$ cat src/rtl/boot_select_pkg.sv
// Shared definitions for the coldboot image selector: FSM state encodings and image slots.
// Bootloader and application builds import these so slot numbers agree across images.
package boot_select_pkg;

    typedef enum logic [1:0] {
        ST_WINDOW = 2'd0,
        ST_HOLD   = 2'd1,
        ST_ARM    = 2'd2,
        ST_BOOT   = 2'd3
    } state_e;

    localparam logic [1:0] IMG_BOOT = 2'd0;
    localparam logic [1:0] IMG_DFU  = 2'd1;
    localparam logic [1:0] IMG_APP  = 2'd2;
    localparam logic [1:0] IMG_ALT  = 2'd3;

    function automatic int max_int(input int a, input int b);
        return (a > b) ? a : b;
    endfunction

endpackage

$ cat src/rtl/btn_debounce.sv
// Front-panel button synchroniser plus debouncer; pressed is active-high.
// Latency 2 + DEBOUNCE_CYCLES cycles from raw_n edge to pressed; no backpressure.
module btn_debounce #(
    parameter int DEBOUNCE_CYCLES = 16
) (
    input  logic pin_clk,
    input  logic rst_n,
    input  logic raw_n,
    output logic pressed
);

    localparam int DW = (DEBOUNCE_CYCLES > 1) ? $clog2(DEBOUNCE_CYCLES) : 1;
    localparam logic [DW-1:0] LAST = DW'(DEBOUNCE_CYCLES - 1);

    logic          sync1_q, sync2_q;
    logic          pressed_q, pressed_d;
    logic [DW-1:0] cnt_q, cnt_d;

    // Count only consecutive disagreeing samples; any agreeing sample restarts the run.
    always_comb begin
        pressed_d = pressed_q;
        cnt_d     = '0;
        if ((~sync2_q) != pressed_q) begin
            if (cnt_q == LAST) begin
                pressed_d = ~pressed_q;
            end else begin
                cnt_d = cnt_q + 1'b1;
            end
        end
    end

    always_ff @(posedge pin_clk or negedge rst_n) begin
        if (!rst_n) begin
            sync1_q   <= 1'b1;
            sync2_q   <= 1'b1;
            pressed_q <= 1'b0;
            cnt_q     <= '0;
        end else begin
            sync1_q   <= raw_n;
            sync2_q   <= sync1_q;
            pressed_q <= pressed_d;
            cnt_q     <= cnt_d;
        end
    end

    assign pressed = pressed_q;

endmodule

$ cat src/rtl/boot_select.sv
// Coldboot image selector: button state/press length at end of boot window picks the warmboot slot.
// Optional BOOT_SELECT_WARMBOOT_EN instantiates SB_WARMBOOT internally; boot_req is sticky until reset.
module boot_select
    import boot_select_pkg::*;
#(
    parameter int DELAY_CYCLES    = 255,
    parameter int DEBOUNCE_CYCLES = 16,
    parameter int HOLD_CYCLES     = 4096,
    parameter int APP_IMAGE       = 2,
    parameter int DFU_IMAGE       = 1,
    parameter int ALT_IMAGE       = 3
) (
    input  logic       pin_clk,
    input  logic       rst_n,
    input  logic       pin_btn_n,
    input  logic       boot_inhibit,
    output logic       btn_pressed,
    output logic [1:0] boot_s,
    output logic       sel_valid,
    output logic       boot_req
);

    localparam int CW = $clog2(max_int(DELAY_CYCLES, HOLD_CYCLES) + 1);
    localparam logic [CW-1:0] DELAY_LOAD = CW'(DELAY_CYCLES);
    localparam logic [CW-1:0] HOLD_LOAD  = CW'(HOLD_CYCLES - 1);
    localparam logic [1:0]    APP_S = APP_IMAGE[1:0];
    localparam logic [1:0]    DFU_S = DFU_IMAGE[1:0];
    localparam logic [1:0]    ALT_S = ALT_IMAGE[1:0];

    state_e          state_q, state_d;
    logic [CW-1:0]   cnt_q, cnt_d;
    logic [1:0]      boot_s_q, boot_s_d;
    logic            sel_valid_q, boot_req_q;
    logic            pressed;

    btn_debounce #(
        .DEBOUNCE_CYCLES (DEBOUNCE_CYCLES)
    ) u_btn (
        .pin_clk (pin_clk),
        .rst_n   (rst_n),
        .raw_n   (pin_btn_n),
        .pressed (pressed)
    );

    always_comb begin
        state_d  = state_q;
        cnt_d    = cnt_q;
        boot_s_d = boot_s_q;
        unique case (state_q)
            ST_WINDOW: begin
                if (cnt_q == '0) begin
                    if (!pressed) begin
                        boot_s_d = APP_S;
                        state_d  = ST_ARM;
                    end else begin
                        cnt_d   = HOLD_LOAD;
                        state_d = ST_HOLD;
                    end
                end else begin
                    cnt_d = cnt_q - 1'b1;
                end
            end
            // Release beats expiry when both land on the same cycle.
            ST_HOLD: begin
                if (!pressed) begin
                    boot_s_d = DFU_S;
                    state_d  = ST_ARM;
                end else if (cnt_q == '0) begin
                    boot_s_d = ALT_S;
                    state_d  = ST_ARM;
                end else begin
                    cnt_d = cnt_q - 1'b1;
                end
            end
            ST_ARM: begin
                if (!boot_inhibit) begin
                    state_d = ST_BOOT;
                end
            end
            default: begin
                state_d = ST_BOOT;
            end
        endcase
    end

    // Outputs registered from next state so boot_req always trails a settled boot_s.
    always_ff @(posedge pin_clk or negedge rst_n) begin
        if (!rst_n) begin
            state_q     <= ST_WINDOW;
            cnt_q       <= DELAY_LOAD;
            boot_s_q    <= 2'b00;
            sel_valid_q <= 1'b0;
            boot_req_q  <= 1'b0;
        end else begin
            state_q     <= state_d;
            cnt_q       <= cnt_d;
            boot_s_q    <= boot_s_d;
            sel_valid_q <= (state_d == ST_ARM) || (state_d == ST_BOOT);
            boot_req_q  <= (state_d == ST_BOOT);
        end
    end

    assign btn_pressed = pressed;
    assign boot_s      = boot_s_q;
    assign sel_valid   = sel_valid_q;
    assign boot_req    = boot_req_q;

`ifdef BOOT_SELECT_WARMBOOT_EN
    SB_WARMBOOT u_warmboot (
        .BOOT (boot_req_q),
        .S1   (boot_s_q[1]),
        .S0   (boot_s_q[0])
    );
`else
    // Parent instantiates SB_WARMBOOT from boot_s/boot_req.
`endif

endmodule

$ cat config.mk
export PLATFORM = sky130hd
export DESIGN_NAME = boot_select
export DESIGN_NICKNAME = d
export VERILOG_FILES = /design/src/rtl/boot_select_pkg.sv /design/src/rtl/btn_debounce.sv /design/src/rtl/boot_select.sv
export SDC_FILE = /design/constraint.sdc
export NUM_CORES = 1
export LEC_CHECK = 0
export ABC_AREA = 1
export BUFFER_PORTS_ARGS = -buffer_cell sky130_fd_sc_hd__buf_2
export CAP_MARGIN = 10
export CORE_MARGIN = 2
export CORE_UTILIZATION = 58
export DETAILED_ROUTE_END_ITERATION = 10
export PLACE_DENSITY = 0.77
export SLEW_MARGIN = 0
export SYNTH_ARGS = -nofsm -noshare
export SYNTH_HDL_FRONTEND = slang
export SYNTH_SLANG_ARGS = --single-unit
export TNS_END_PERCENT = 50
$ cat constraint.sdc
create_clock -name pin_clk -period 2.15 [get_ports pin_clk]
set_input_delay 0.1075 -clock pin_clk [delete_from_list [all_inputs] [get_ports pin_clk]]
set_output_delay 0.1075 -clock pin_clk [all_outputs]
set_load 0.03 [all_outputs]
# Yosys cells after proc, flatten, opt, wreduce, memory -nomap -nowiden
# Index checks and enable logic that the tools add are counted.
# word_totals
latch_bits	0
output_inout_bits	5
mem_bits_rw	0
mem_bits_ro	0
n_memories	0
ff_bits	26
elab_cells	50
# op_classes
n_bitwise	2
n_addsub	2
n_reduce_logical	7
n_eq_ne	12
div_mod_pow	0
n_mul	0
muxes	18
n_shift	0
order_cmp	0
# ops
cell	n
two-way mux 13 bit	4
case mux 13 bit (2 select lines)	1
two-way mux 2 bit	9
zero test 13 bit	1
subtractor 13 x 1 -> 13 bit (second input constant)	1
two-way mux 4 bit	2
AND reduction 4 bit	2
equality test 2 bit (second input constant)	3
!= test 2 bit (second input constant)	3
case mux 2 bit (3 select lines)	1
adder 4 x 1 -> 4 bit (second input constant)	1
equality test 4 bit (second input constant)	1
case mux 2 bit (2 select lines)	1
!= test 3 x 2 -> 1 bit (second input constant)	1
!= test 3 bit (second input constant)	1
equality test 2 x 1 -> 1 bit (second input constant)	1
zero test 2 bit	1
!= test 2 x 1 -> 1 bit (second input constant)	1
inverter 1 bit	2
AND reduction 2 bit	1
nonzero test 2 bit	1
logical OR 1 bit	1
!= test 1 bit	1

# Longest topological paths before layout
# Gate-level depths: netlist (run 1).
# logic_depth
word_depth	6
mapped_depth	10

# Modules after synthesis
# Synthesis (run 1) repeated with hierarchy kept, for this count alone.
# hier_totals
cells_unflattened	166
hier_area_um2	1341.3
# modules_own_cells
module	area_each_um2	instances	cells_per_inst	seq_area_each_um2
boot_select	1063.5	1	138	460.4
btn_debounce	277.8	1	28	177.7

# Least setup slack after synthesis (run 1)
# OpenSTA, ideal clock, no wires.
# synth_timing
kind	reg2reg
start	reg cnt_q[0]
end	reg cnt_q[11]
required_ns	2.033
arrival_time_ns	1.507
setup_ns	0.117
path_stages_with_launch	10
slack_ns	0.527
path_buffers	1
path_cell_list	dfstp_2 inv_1 ha_1 nand2_2 nor2_4 nand2_4 nand2_2 buf_2 nand3_1 nand2_1
# synth_via
elab_chain_len	4
# synth_rtl
item	line_no	text
start: declaration	boot_select.sv:31	logic [CW-1:0] cnt_q, cnt_d;
start signal: assignment	boot_select.sv:96	cnt_q <= cnt_d;
subtractor 13 x 1 -> 13 bit	boot_select.sv:60, boot_select.sv:72	
two-way mux 13 bit	boot_select.sv:68	end else if (cnt_q == '0) begin
two-way mux 13 bit	boot_select.sv:65	if (!pressed) begin
case mux 13 bit (2 select lines)	boot_select.sv:49	unique case (state_q)
# Several ways; a longest one is shown, not always the timed one. The select of a mux whose other input is x is not followed.
# A chain may end at the register's enable or synchronous reset.

# Worst setup path in the final report (run 1)
# layout_timing
start	reg cnt_q[0]
end	reg cnt_q[12]
# The elaborated chain is that of the path after synthesis.

==> results of run 1 <==
## layout by cell type (no fill, tap or decap)
cell type                       Yosys  layout
sky130_fd_sc_hd__clkbuf_4           0       3
sky130_fd_sc_hd__nand3_1           17      17
sky130_fd_sc_hd__a31oi_1            1       1
sky130_fd_sc_hd__nor3_1             2       2
sky130_fd_sc_hd__dfstp_2           10      10
sky130_fd_sc_hd__nand2_2            2       2
sky130_fd_sc_hd__and2_1             1       1
sky130_fd_sc_hd__dfrtp_1           15      15
sky130_fd_sc_hd__inv_1             13      13
sky130_fd_sc_hd__buf_4              1       1
sky130_fd_sc_hd__o211ai_1           2       2
sky130_fd_sc_hd__a21oi_1            2       2
sky130_fd_sc_hd__o21bai_1           2       2
sky130_fd_sc_hd__o21ai_0            5       5
sky130_fd_sc_hd__nand2_4            2       2
sky130_fd_sc_hd__nand3b_1           3       3
sky130_fd_sc_hd__nor2_2             2       2
sky130_fd_sc_hd__xnor2_1            6       6
sky130_fd_sc_hd__clkinvlp_4         0       1
sky130_fd_sc_hd__nand2_1           51      51
sky130_fd_sc_hd__nor2_4             1       1
sky130_fd_sc_hd__buf_2              1       8
sky130_fd_sc_hd__nor2_1            21      21
sky130_fd_sc_hd__inv_2              1       1
sky130_fd_sc_hd__xor2_1             4       4
sky130_fd_sc_hd__ha_1               2       2
sky130_fd_sc_hd__o21ai_4            1       1
sky130_fd_sc_hd__dlygate4sd3_1      0       3
## stage by stage
| stage | worst slack (ns) | util (%) | total power [mW] |
|---|---|---|---|
| finish | 0.296 | 67.2 | 0.715 |
| global route | 0.125 | 67.2 | 0.756 |
| CTS | 0.284 | 67.2 | 0.728 |
| detailed placement | 0.316 | 64.5 | 0.512 |
| global placement | 0.384 | 64.5 | 0.510 |
| floorplan | 0.527 | - | 0.498 |
## metal layers
metal / vias to the layer above / global-route usage (%) / wire length, µm / part of all wire [%]
li1: 562 / - / - / -
met1: 515 / 29.0 / 1180 / 48
met2: 12 / 35.4 / 1190 / 48
met3: 4 / 3.43 / 52 / 2.1
met4: 0 / 7.69 / 35 / 1.4
met5: - / 0 / 0 / 0
## power by group
part / internal (mW) / switching, mW
clock network: 0.0710 / 0.137
registers: 0.479 / 0.00389
logic: 0.00952 / 0.0150
total: 0.560 / 0.156
## area by class of cell
| cell class | count | share of cell area, % |
|---|---|---|
| Multi-Input combinational cell | 127 | 43.9 |
| Inverter | 14 | 3.54 |
| Timing Repair Buffer | 12 | 5.22 |
| Clock inverter | 1 | 0.505 |
| Tap cell | 28 | 2.36 |
| Clock buffer | 3 | 1.52 |
| Sequential cell | 25 | 42.9 |
## registers in the layout, indices dropped and copies added (netlist names)
signal         count
boot_req           1
boot_s             2
cnt_q             13
sel_valid          1
state_q            1
u_btn.cnt_q        4
u_btn.pressed      1
u_btn.sync1_q      1
u_btn.sync2_q      1
## final timing paths
path / endpoint / from / cells past startpoint / slack, ns
worst min register to register: u_btn.sync2_q$_DFF_PN1_ / u_btn.sync1_q$_DFF_PN1_ / 0 / 0.37
worst max-delay path: cnt_q[12]$_DFFE_PN0P_ / cnt_q[0]$_DFFE_PN1P_ / 9 / 0.30
max in group asynchronous: cnt_q[0]$_DFFE_PN1P_ / rst_n / 2 / 1.49
min in group pin_clk: u_btn.sync2_q$_DFF_PN1_ / u_btn.sync1_q$_DFF_PN1_ / 0 / 0.37
worst max register to register: cnt_q[12]$_DFFE_PN0P_ / cnt_q[0]$_DFFE_PN1P_ / 9 / 0.30
worst min-delay path: boot_req$_DFF_PN0_ / rst_n / 2 / 0.29
## cell families (layout without fill, tap and decap cells)
logic type | after synthesis | count (layout) | share of synthesized area (%)
simple gates | 102 | 102 | 33.1
fa+ha+maj | 2 | 2 | 1.83
buf+inv | 17 | 30 | 5.58
compound gates | 13 | 13 | 6.40
flops | 25 | 25 | 46.7
xor+xnor | 10 | 10 | 6.40
==> impl.org, run 1 <==
** Clock tree
- Clock buffer depth :: 2
- Gates resized, CTS repair :: 0
- Clock tree synthesis selected as its root buffer the cell sky130_fd_sc_hd__clkbuf_4.
- In this run the number of H-tree levels came out at 1.
- CTS clock-pin slew for the worst setup and hold paths :: 0.13 ns
- The tree built by TritonCTS fans out to 25 sinks.
- TritonCTS built the clock tree.
- Total of hold buffers inserted after clock tree synthesis :: 3
- Clock tree synthesis inserted a total of 3 buffers.
- Clock latency on the worst-skew pair, taken at its later pin, is 0.32 ns.
- Post-CTS timing repair inserted 0 buffers for setup.

** Critical path
- Of all nets on the critical path, the largest fanout is 15.
- Arrival time worst endpoint :: between 2 and 2.5 ns
- Critical Path Sink Type :: register
- Slowest Stage Delay on Critical Path :: 0.56 ns
- The worst setup path is launched from a register.
- Cells along the critical path :: inv_1 > ha_1 > nand2_2 > nor2_4 > nand2_4 > nand2_2 > nand2_4 > nand2_1 > nand2_1
- Slowest cell on crit path :: sky130_fd_sc_hd__dfstp_2
- Critical path class :: register to register
- WP buf/inv :: 1
- The cell family contributing the most delay on the critical path is simple AND/OR/NAND/NOR gates.
- Data required, critical path :: 2.41 ns

** STA
- Worst Tran Pin Value :: 0.525 ns
- Fin. max-slew vios :: 0
- The total count of hold-check failures in the final report is 0.
- Unrepaired setup endpoints after global routing :: no
- Period minus WS final :: 1.85 ns
- Hold_ws :: 0.292 ns
- Adding up every negative setup slack in the final design gives 0 ns.
- Setup violations remaining at the end of the flow were counted as 0.
- The final critical path takes up 86.2% of the cycle.
- For this run, the top clock speed supported by timing is 539 MHz.
- The worst pin sits at a relative slew slack of 65.0%.
- Clock skew on the completed layout was measured at 0.00504 ns.

** Worst hold path
- Worst min path class :: input port to async pin

** Floorplanning
- 9 I/O pins were placed.
- Row cnt :: 17
- Core region area :: between 2000 and 2500 µm²
- The floorplan step set the die width to 52.6 µm.
- The die covers 2760 µm².
- From bottom edge to top edge, the die measures 52.6 µm.
- For this configuration, the core starts out at a cell density of between 60% and 70%.

** Detailed routing
- Starting DRC count in detailed routing :: 30
- After detailed routing, the average wire length per cell comes to 11.7 µm.
- Wire length reported by the detailed router :: 2.45 mm
- Residual DRC :: 0
- In this run the remaining antenna-violating nets after routing total 0.
- Length of the first detailed-routing pass in iterations :: 4
- Routed via count divided by cell count :: about 5.2
- The routed layout has 1093 vias.

** Place
- Placed Cells :: 203
- Number of buffers inserted by port buffering :: 8
- At the end of routability-driven placement, the weighted congestion stood at 0.849.
- In this run the cell area measured after placement is 1430 µm².
- The wire-length estimate of the detail-placed layout is ~1.8 mm.

** Logic synthesis
- In this run the mean area of a mapped cell was 8.09 µm².
- Synth area leaders :: sky130_fd_sc_hd__dfrtp_1, sky130_fd_sc_hd__dfstp_2, sky130_fd_sc_hd__nand2_1
- After synthesis, the largest area contributor takes up 27.4% of total cell area.
- Of all cell types, the one taking the most synthesized area is sky130_fd_sc_hd__dfrtp_1.
- The Yosys step of the flow raised 0 warnings.
- Synthesis inferred 25 register bits.
- In the synthesized netlist the async set-or-reset flop fraction comes to 100%.
- Counting instances in the post-synthesis netlist gives the leading cell types as sky130_fd_sc_hd__nand2_1, sky130_fd_sc_hd__nor2_1, sky130_fd_sc_hd__nand3_1.
- Share of synthesized area occupied by flip-flops and latches :: between 40% and 50%
- Gate Count Post-Synth :: 169
- In this run, distinct cell masters in the synthesized netlist total 26.
- Net Count, Synth :: ~180
- Counting flops with a built-in enable in the synthesized netlist gives 0.
- Main synth FF type :: sky130_fd_sc_hd__dfrtp_1
- The synthesized netlist occupies a cell area of between 1000 and 1500 µm².
- In the post-synthesis netlist, the cell with the most instances is sky130_fd_sc_hd__nand2_1.

** Final layout
- In the final layout, the share of cells above drive strength 1 is between 15 and 20%.
- The finished layout holds 210 standard cells, fillers aside.
- Fin nets :: 189
- The sequential cells in the finished layout cover a total of about 640 µm².
- Final instance area :: 1490 µm²
- Number of inserted filler cells in the final layout :: 194
- In the final layout, the multi-input gates occupy 653 µm².
- The area growth from synthesis to layout is 8.69%.
- 0 antenna diodes ended up in the layout.

** Global routing
- Antenna violations before repair :: 0
- Total overflow reported by the global router :: 0
- In the global route stage, overall resource usage came out at a little over a fifth.
- The first global-routing pass estimated 4.41 mm of wire.
- The number of global-route vias before repair came to 1042.
- Largest net degree at the start of global routing :: 26

** Flow run
- Max-capacitance violation count :: 0

** Power
- Across the VDD grid, the largest voltage drop is 0.000391 V.
- Power spread over the standard cell area amounts to 481 nW/µm².
- Summed over all cells, the static leakage comes to 0.783 nW.

** Status
- Status :: complete, no violations
No activity file was read; power rests on OpenSTA's default activity.
==> inputs of run 2 (changes only) <==
Settings changed: SLEW_MARGIN 0 to 25, SYNTH_HIERARCHICAL set to 1.
==> run 2 against run 1 <==
Effect of this change: worst setup slack got worse by 0.035 ns; clock power is essentially flat; clock skew grew 0.0016 ns; final cell count decreased by 0.95%; critical path depth did not move; sequential power about the same; sequential share of layout area rose by 0.62 points.
==> impl.org, run 2 <==
** Status
- Status :: complete, no violations

** Worst hold path
- Worst min path class :: input port to async pin

** Critical path
- The slowest stage of the critical path is the sky130_fd_sc_hd__dfstp_2 cell.
- Number of cells on the worst reg-to-reg path :: 9 (unchanged)
- Kind of cell adding the most delay to the critical path :: simple AND/OR/NAND/NOR gates
- The count of buffering cells on the critical path with inverters included is 1 (unchanged).
- STA classifies the critical path startpoint as a register.
- Cell depth of the worst setup path :: 9 (unchanged)
- CP max FO :: 10 (-5)
- The slack of the worst reg-to-reg path is 0.26 ns (-0.03 ns).
- Data required, critical path :: 2.40 ns (about the same)
- Slowest Stage Delay on Critical Path :: 0.56 ns (about the same)
- Arrival time worst endpoint :: 2.14 ns (+0.02 ns)
- The endpoint identified for the worst register-to-register timing path is cnt_q[11]$_DFFE_PN0P_.
- Critical path class :: register to register
- STA classifies the critical path endpoint as a register.
- Critical R2R Launch :: cnt_q[0]$_DFFE_PN1P_
- Walking the worst path, the cells encountered are inv_1 > ha_1 > nand2_2 > nor2_4 > nand2_4 > nand2_4 > a21oi_2 > nand2_1 > nand2_1.

** Final layout
- The top cell types in the final layout, fill and taps aside, are sky130_fd_sc_hd__nand2_1, sky130_fd_sc_hd__nor2_1, sky130_fd_sc_hd__dfrtp_1.
- Layout area overhead :: 9.24%
- End-of-flow core utilization :: 66.9% (-0.32 points)
- The count of inserted antenna diode cells was 0 (unchanged).
- The library cell used most frequently in the layout, excluding fill and tap cells, is sky130_fd_sc_hd__nand2_1.
- Counting flops per register, the top entry is cnt_q.
- Fraction of layout cells with a size suffix above 1 :: 18.9% (+1.3 points)
- The area taken by flip-flops and latches is 638 µm² (unchanged).
- The count of filler cells inserted in the layout was 171 (-12%).
- The number of flip-flops in the largest register came to 13 (unchanged).
- Multi-input logic area :: 643 µm² (-1.5%)
- Fin nets :: 187 (-1.1%)

** Clock tree
- The number of clock sinks was 25 (unchanged).
- Clk_lat worst skew :: 0.31 ns (about the same)
- Post-CTS setup repair buffer count :: 0 (unchanged)
- The clock-pin slew on the worst setup and hold paths is 0.14 ns (about the same).
- The clock buffer count from CTS came to 3 (unchanged).
- Clock buffer depth :: 2 (unchanged)
- The tree is rooted in a sky130_fd_sc_hd__clkbuf_4.
- The level count of the clock H-tree is 1 (unchanged).
- Clock tree from TritonCTS :: yes

** Floorplanning
- The placeable core region was 2190 µm² (-0.96%).
- Number of primary I/O pins :: 9 (unchanged)
- Die Wd :: 52.1 µm (-0.88%)
- The floorplan die height came to 52.1 µm (-0.88%).
- The number of placement rows came to 17 (unchanged).
- The initial standard-cell utilization of the core is 61.2% (-0.60 points).
- Total Die Area :: 2710 µm² (-1.8%)

** STA
- Setup repair after global routing left no endpoint under its margin.
- Relative slew slack :: 64.2% (-0.81 points)
- Maximum clock frequency :: 529 MHz (-1.8%)
- Worst Tran Pin Value :: 0.538 ns (+0.0121 ns)
- Setup-failing EPs final :: 0 (unchanged)
- Setup TNS :: 0 ns (unchanged)
- Period minus WS final :: 1.89 ns (+0.0349 ns)
- The fraction of the cycle the final worst path needs is 87.8% (+1.6 points).
- Fin. max-slew vios :: 0 (unchanged)
- Setup WS post-layout :: 0.261 ns (-0.0349 ns)
- Setup clock skew after layout :: 0.00664 ns (+0.00160 ns)
- The total count of hold-check failures in the final report came to 0 (unchanged).

** Place
- The pre-CTS setup slack is 0.297 ns (-0.0183 ns).
- The routability congestion estimate from global placement is 0.824 (-3.0%).
- The count of input and output buffers was 8 (unchanged).
- Detailed Place HPWL :: 1.78 mm (-1.0%)

** Flow run
- Max-capacitance violation count :: 0 (unchanged)

** Logic synthesis
- The most used flip-flop cell after synthesis is sky130_fd_sc_hd__dfrtp_1.
- Synth cell count leaders :: sky130_fd_sc_hd__nand2_1, sky130_fd_sc_hd__nor2_1, sky130_fd_sc_hd__dfrtp_1
- By area the synthesized netlist is led by sky130_fd_sc_hd__dfrtp_1, sky130_fd_sc_hd__dfstp_2, sky130_fd_sc_hd__nand2_1.
- Yosys instantiated no cell more often than sky130_fd_sc_hd__nand2_1.
- Fraction of post-synthesis cell area in the top cell type by area :: 28.0% (+0.54 points)
- The post-synthesis area per instance was 8.08 µm² (-0.15%).
- The area of the mapped netlist is 1340 µm² (-1.9%).
- Area leader, netlist :: sky130_fd_sc_hd__dfrtp_1
- Share of synthesized area occupied by flip-flops and latches :: 47.6% (+0.91 points)
- Gate Count Post-Synth :: 166 (-1.8%)
- Warnings, synthesis :: 6 (+6)
- The number of different library cells in the post-synthesis netlist is 27 (+3.8%).
- Synthesis-stage register bit count :: 25 (unchanged)
- Asr flop ratio synth :: 100% (unchanged)
- The number of enable-type register cells in the synthesized netlist is 0 (unchanged).
- Net Count, Synth :: 172 (-1.7%)

** Global routing
- The number of antenna violations at the first check in global routing was 0 (unchanged).
- Gr usage total :: 20.8% (-0.84 points)
- The number of global-route vias before repair came to 995 (-4.5%).
- Largest net degree at the start of global routing :: 26 (unchanged)
- The leftover overflow at the end of global routing came to 0 (unchanged).
- Global-route wire length before repair :: 4.22 mm (-4.4%)

** Power
- Switch share :: 21.9% (+0.14 points)
- The internal power is 561 µW (+0.19%).
- The worst supply voltage drop on vdd came to 0.000337 V (-14%).
- The power per cell area is 490 nW/µm² (+1.8%).
- Clock network fraction of design power :: 28.8% (-0.3 points)
- P_leak :: 0.761 nW (-2.8%)
- The combinational fraction of design power was 3.7% (+0.3 points).
- Sequential power share :: 67.5% (about the same)
- Power spent charging and discharging nets :: 157 µW (+1.0%)

** Detailed routing
- The count of unresolved DRC violations after routing was 0 (unchanged).
- Post-DRT Antenna Nets :: 0 (unchanged)
- Routed via count divided by cell count :: 5.22 (+0.22%)
- Starting DRC count in detailed routing :: 15 (-50%)
- Wire length reported by the detailed router :: 2.47 mm (+0.65%)
- Post-detailed-route wirelength per cell :: 11.9 µm (+1.6%)
- The number of detailed-routing iterations run before antenna repair is 4 (unchanged).
- Count of vias placed by the detailed router :: 1085 (-0.73%)
-- run 2: how the worst max path moves through the flow --
stage | from | endpoint | slack, ns
floorplan | cnt_q[0]$_DFFE_PN1P_ | cnt_q[9]$_DFFE_PN0P_ | 0.53
global placement | cnt_q[0]$_DFFE_PN1P_ | cnt_q[1]$_DFFE_PN1P_ | 0.35
detailed placement | cnt_q[0]$_DFFE_PN1P_ | cnt_q[11]$_DFFE_PN0P_ | 0.30
CTS | cnt_q[0]$_DFFE_PN1P_ | cnt_q[11]$_DFFE_PN0P_ | 0.25
global route | cnt_q[0]$_DFFE_PN1P_ | cnt_q[4]$_DFFE_PN1P_ | 0.12
finish | cnt_q[0]$_DFFE_PN1P_ | cnt_q[11]$_DFFE_PN0P_ | 0.26
-- run 2: timing repair --
action / in CTS / in global routing
hold buffers: 3 / 0
gates resized for setup: 0 / 0
setup endpoints to repair: 0 / 0
hold endpoints to repair: 17 / 0
-- run 2: power groups by stage --
| stage | logic (mW) | registers (mW) | clock network [mW] |
|---|---|---|---|
| final | 0.0264 | 0.485 | 0.207 |
| after global routing | 0.0315 | 0.486 | 0.235 |
| after CTS | 0.0274 | 0.485 | 0.217 |
| after detailed placement | 0.0230 | 0.493 | 0 |
| after global placement | 0.0222 | 0.492 | 0 |
| after floorplan | 0.00934 | 0.492 | 0 |
-- run 2: cell families (layout without fill, tap and decap cells) --
kind of cell               after synthesis  count (layout)  share of synthesized area (%)
and+or+nand+nor                        105             105                           35.4
buffers and inverters                   14              28                           4.48
xor gates and xnor gates                 6               6                           3.92
DFF                                     25              25                           47.6
AOI/OAI and AO/OA                       14              14                           6.72
adders and majority gates                2               2                           1.87
-- run 2: routing by layer --
layer / vias to the layer above / track usage, % / part of all wire, %
met5: - / 0 / 0
met1: 506 / 29.5 / 50
met3: 2 / 2.59 / 3.2
met4: 0 / 7.89 / 0.69
met2: 22 / 32.5 / 46
li1: 555 / - / -
-- run 2: per-stage QoR --
step	total power [mW]	area [µm²]	hold slack, ns	instances
2_1_floorplan	0.501	1340	-0.188	166
3_3_place_gp	0.514	1410	0.121	201
3_5_place_dp	0.516	1410	0.118	201
4_1_cts	0.729	1470	0.299	208
5_1_grt	0.752	1470	0.326	208
6_report	0.718	1470	0.292	208
-- run 2: layout make-up --
| class | count | share of cell area, % |
|---|---|---|
| clock inverter | 1 | 0.512 |
| tap | 28 | 2.39 |
| sequential | 25 | 43.6 |
| clock buffer | 3 | 1.54 |
| inverter | 13 | 3.33 |
| multi-input combinational | 127 | 43.9 |
| timing repair buffer | 11 | 4.78 |
==> inputs of run 3 (changes only) <==
Settings changed: REMOVE_ABC_BUFFERS set to 1.
==> run 3 against run 2 <==
Effect of this change: sequential power about the same; combinational power shrank 3%; critical path depth unchanged; critical path type unchanged; largest cell class unchanged; largest power group unchanged.
==> impl.org, run 3 (synthesis gave the netlist of run 2 again) <==
** Clock tree
- The post-CTS repair timing setup buffer count was 0 (unchanged).
- Clock buffer depth :: 2 (unchanged)
- The clock buffer count from CTS was 3 (unchanged).
- H-Tree Depth :: 1 (unchanged)
- The number of clock sinks is 25 (unchanged).
- CTS Root Cell :: sky130_fd_sc_hd__clkbuf_4
- TritonCTS built the clock tree.
- The insertion delay of the later-clocked pin in the worst-skew pair was 0.32 ns (about the same).
- The clock-pin slew on the worst setup and hold paths came to 0.14 ns (about the same).

** Detailed routing
- Length of the first detailed-routing pass in iterations :: 4 (unchanged)
- The count of unresolved DRC violations after routing was 0 (unchanged).
- Routed via count divided by cell count :: 5.16 (-1.0%)
- Post-DRT Antenna Nets :: 0 (unchanged)
- Wire length reported by the detailed router :: 2.40 mm (-2.7%)
- The final routed wire length divided by cell count came to 11.6 µm (-2.7%).
- The number of violations reported at the end of detailed-routing iteration 0 is 34 (+19).
- Count of vias placed by the detailed router :: 1074 (-1.0%)

** STA
- The number of max-slew violations in the final report was 0 (unchanged).
- The total count of hold-check failures in the final report was 0 (unchanged).
- Final period utilization :: 86.4% (-1.4 points)
- The max-slew headroom at the worst pin is 64.7% (+0.58 points).
- The aggregate negative setup slack was 0 ns (unchanged).
- The upper clock frequency limit came to 538 MHz (+1.7%).
- The final critical path time including I/O delays and setup was 1.86 ns (-0.0307 ns).
- Setup clock skew after layout :: 0.00198 ns (-0.00467 ns)
- The actual slew at the worst max-slew pin was 0.529 ns (-0.00865 ns).
- Setup-failing EPs final :: 0 (unchanged)
- Setup repair after global routing left no endpoint under its margin.

** Global routing
- The leftover overflow at the end of global routing came to 0 (unchanged).
- The global-route met2 utilization was 34.8% (+2.3 points).
- GRT met3 Usage :: 2.59% (unchanged)
- Antenna violations before repair :: 0 (unchanged)
- Global-route wire length before repair :: 4.31 mm (+2.1%)
- The number of global-route vias before repair was 1036 (+4.1%).
- Met1 usage :: 28.6% (-0.93 points)
- Global-route layer with the greatest usage :: met2
- Largest net degree at the start of global routing :: 26 (unchanged)
- The global-route usage over all layers is 21.2% (+0.37 points).

** Final layout
- Leading cell type in the layout, fill and taps excluded :: sky130_fd_sc_hd__nand2_1
- Fin nets :: 187 (unchanged)
- Counting flops per register, the top entry is cnt_q.
- Top library cells by usage in the layout, fill and taps aside :: sky130_fd_sc_hd__nand2_1, sky130_fd_sc_hd__nor2_1, sky130_fd_sc_hd__dfrtp_1
- The cell area after layout came to 1470 µm² (unchanged).
- The count of filler cells inserted in the layout is 181 (+5.8%).
- The number of flip-flops in the largest register was 13 (unchanged).
- Layout area overhead :: 9.24% (unchanged)
- Fraction of layout cells with a size suffix above 1 :: 18.9% (unchanged)
- Number of antenna diodes :: 0 (unchanged)

** Critical path
- Arrival time worst endpoint :: 2.13 ns (about the same)
- The worst setup path is launched from a register.
- The maximum fanout encountered on the critical timing path was 10 (unchanged).
- Critical path class :: register to register
- The worst setup path is captured at a register.
- Worst Setup SP :: cnt_q[0]$_DFFE_PN1P_
- The startpoint identified for the worst register-to-register timing path is cnt_q[0]$_DFFE_PN1P_.
- Data required, critical path :: 2.42 ns (+0.02 ns)

** Floorplanning
- Core region area :: 2190 µm² (unchanged)
- The initial standard-cell utilization of the core was 61.2% (unchanged).
- Die Wd :: 52.1 µm (unchanged)
- Total Die Area :: 2710 µm² (unchanged)
- The floorplan die height was 52.1 µm (unchanged).
- The number of top-level design ports came to 9 (unchanged).
- Row cnt :: 17 (unchanged)

** Flow run
- Max-capacitance violation count :: 0 (unchanged)

** Place
- The HPWL after detailed placement came to 1.71 mm (-4.2%).
- Number of buffers inserted by port buffering :: 8 (unchanged)
- The post-detailed-placement cell area came to 1410 µm² (unchanged).
- Routability-driven placement congestion ratio :: 0.830 (+0.81%)

** Power
- The power per cell area was 494 nW/µm² (+0.92%).
- The static power due to leakage is 0.761 nW (about the same).
- The worst supply voltage drop on vdd is 0.000337 V (about the same).

** Worst hold path
- Worst min path class :: input port to async pin

** Status
- Status :: complete, no violations
## run 3: timing repair
item | in CTS | in global routing
endpoints found under the hold margin | 17 | 0
hold buffers | 3 | 0
endpoints found under the setup margin | 0 | 0
resized for setup | 0 | 0
## run 3: worst max-delay path: stages, from the launching register on
cell and delay (ns):
sky130_fd_sc_hd__dfstp_2 0.56, sky130_fd_sc_hd__inv_1 0.05, sky130_fd_sc_hd__ha_1 0.25, sky130_fd_sc_hd__nand2_2 0.11, sky130_fd_sc_hd__nor2_4 0.06, sky130_fd_sc_hd__nand2_4 0.12, sky130_fd_sc_hd__nand2_4 0.07, sky130_fd_sc_hd__a21oi_2 0.39
sky130_fd_sc_hd__nand2_1 0.11, sky130_fd_sc_hd__nand2_1 0.08
## run 3: power by group
group          internal, mW  total (mW)  leakage [nW]  switching, mW
clock network        0.0711       0.214        0.0139          0.143
registers             0.479       0.484         0.290        0.00529
logic                0.0106      0.0256         0.457         0.0151
total                 0.561       0.725         0.761          0.164
## run 3: final timing paths
check	to	slack, ns	depth (start not counted)
max	cnt_q[9]$_DFFE_PN0P_	0.29	9
min	cnt_q[8]$_DFFE_PN0P_	0.28	2
max reg2reg	cnt_q[9]$_DFFE_PN0P_	0.29	9
min reg2reg	u_btn/sync2_q$_DFF_PN1_	0.37	0
max in group asynchronous	cnt_q[5]$_DFFE_PN1P_	1.51	2
min in group pin_clk	u_btn/sync2_q$_DFF_PN1_	0.37	0
## run 3: layer usage
layer / vias to the layer above / routed length (µm)
met5: - / 0
met4: 0 / 24
met3: 2 / 84
met2: 28 / 1170
met1: 485 / 1120
li1: 559 / -
## run 3: layout make-up
type | count | area (µm²) | area share [%]
timing repair buffer | 11 | 70.1 | 4.78
clock inverter | 1 | 7.51 | 0.512
tap | 28 | 35.0 | 2.39
inverter | 13 | 48.8 | 3.33
sequential | 25 | 638 | 43.6
multi-input combinational | 127 | 643 | 43.9
clock buffer | 3 | 22.5 | 1.54
## run 3: stage by stage
stage	hold slack [ns]	utilization (%)	std cells	power, mW	worst slack, ns
2_1_floorplan	-0.188	-	165	0.501	0.529
3_3_place_gp	0.113	64.1	201	0.514	0.368
3_5_place_dp	0.124	64.1	201	0.515	0.323
4_1_cts	0.294	66.9	208	0.737	0.291
5_1_grt	0.317	66.9	208	0.756	0.157
6_report	0.275	66.9	208	0.725	0.292
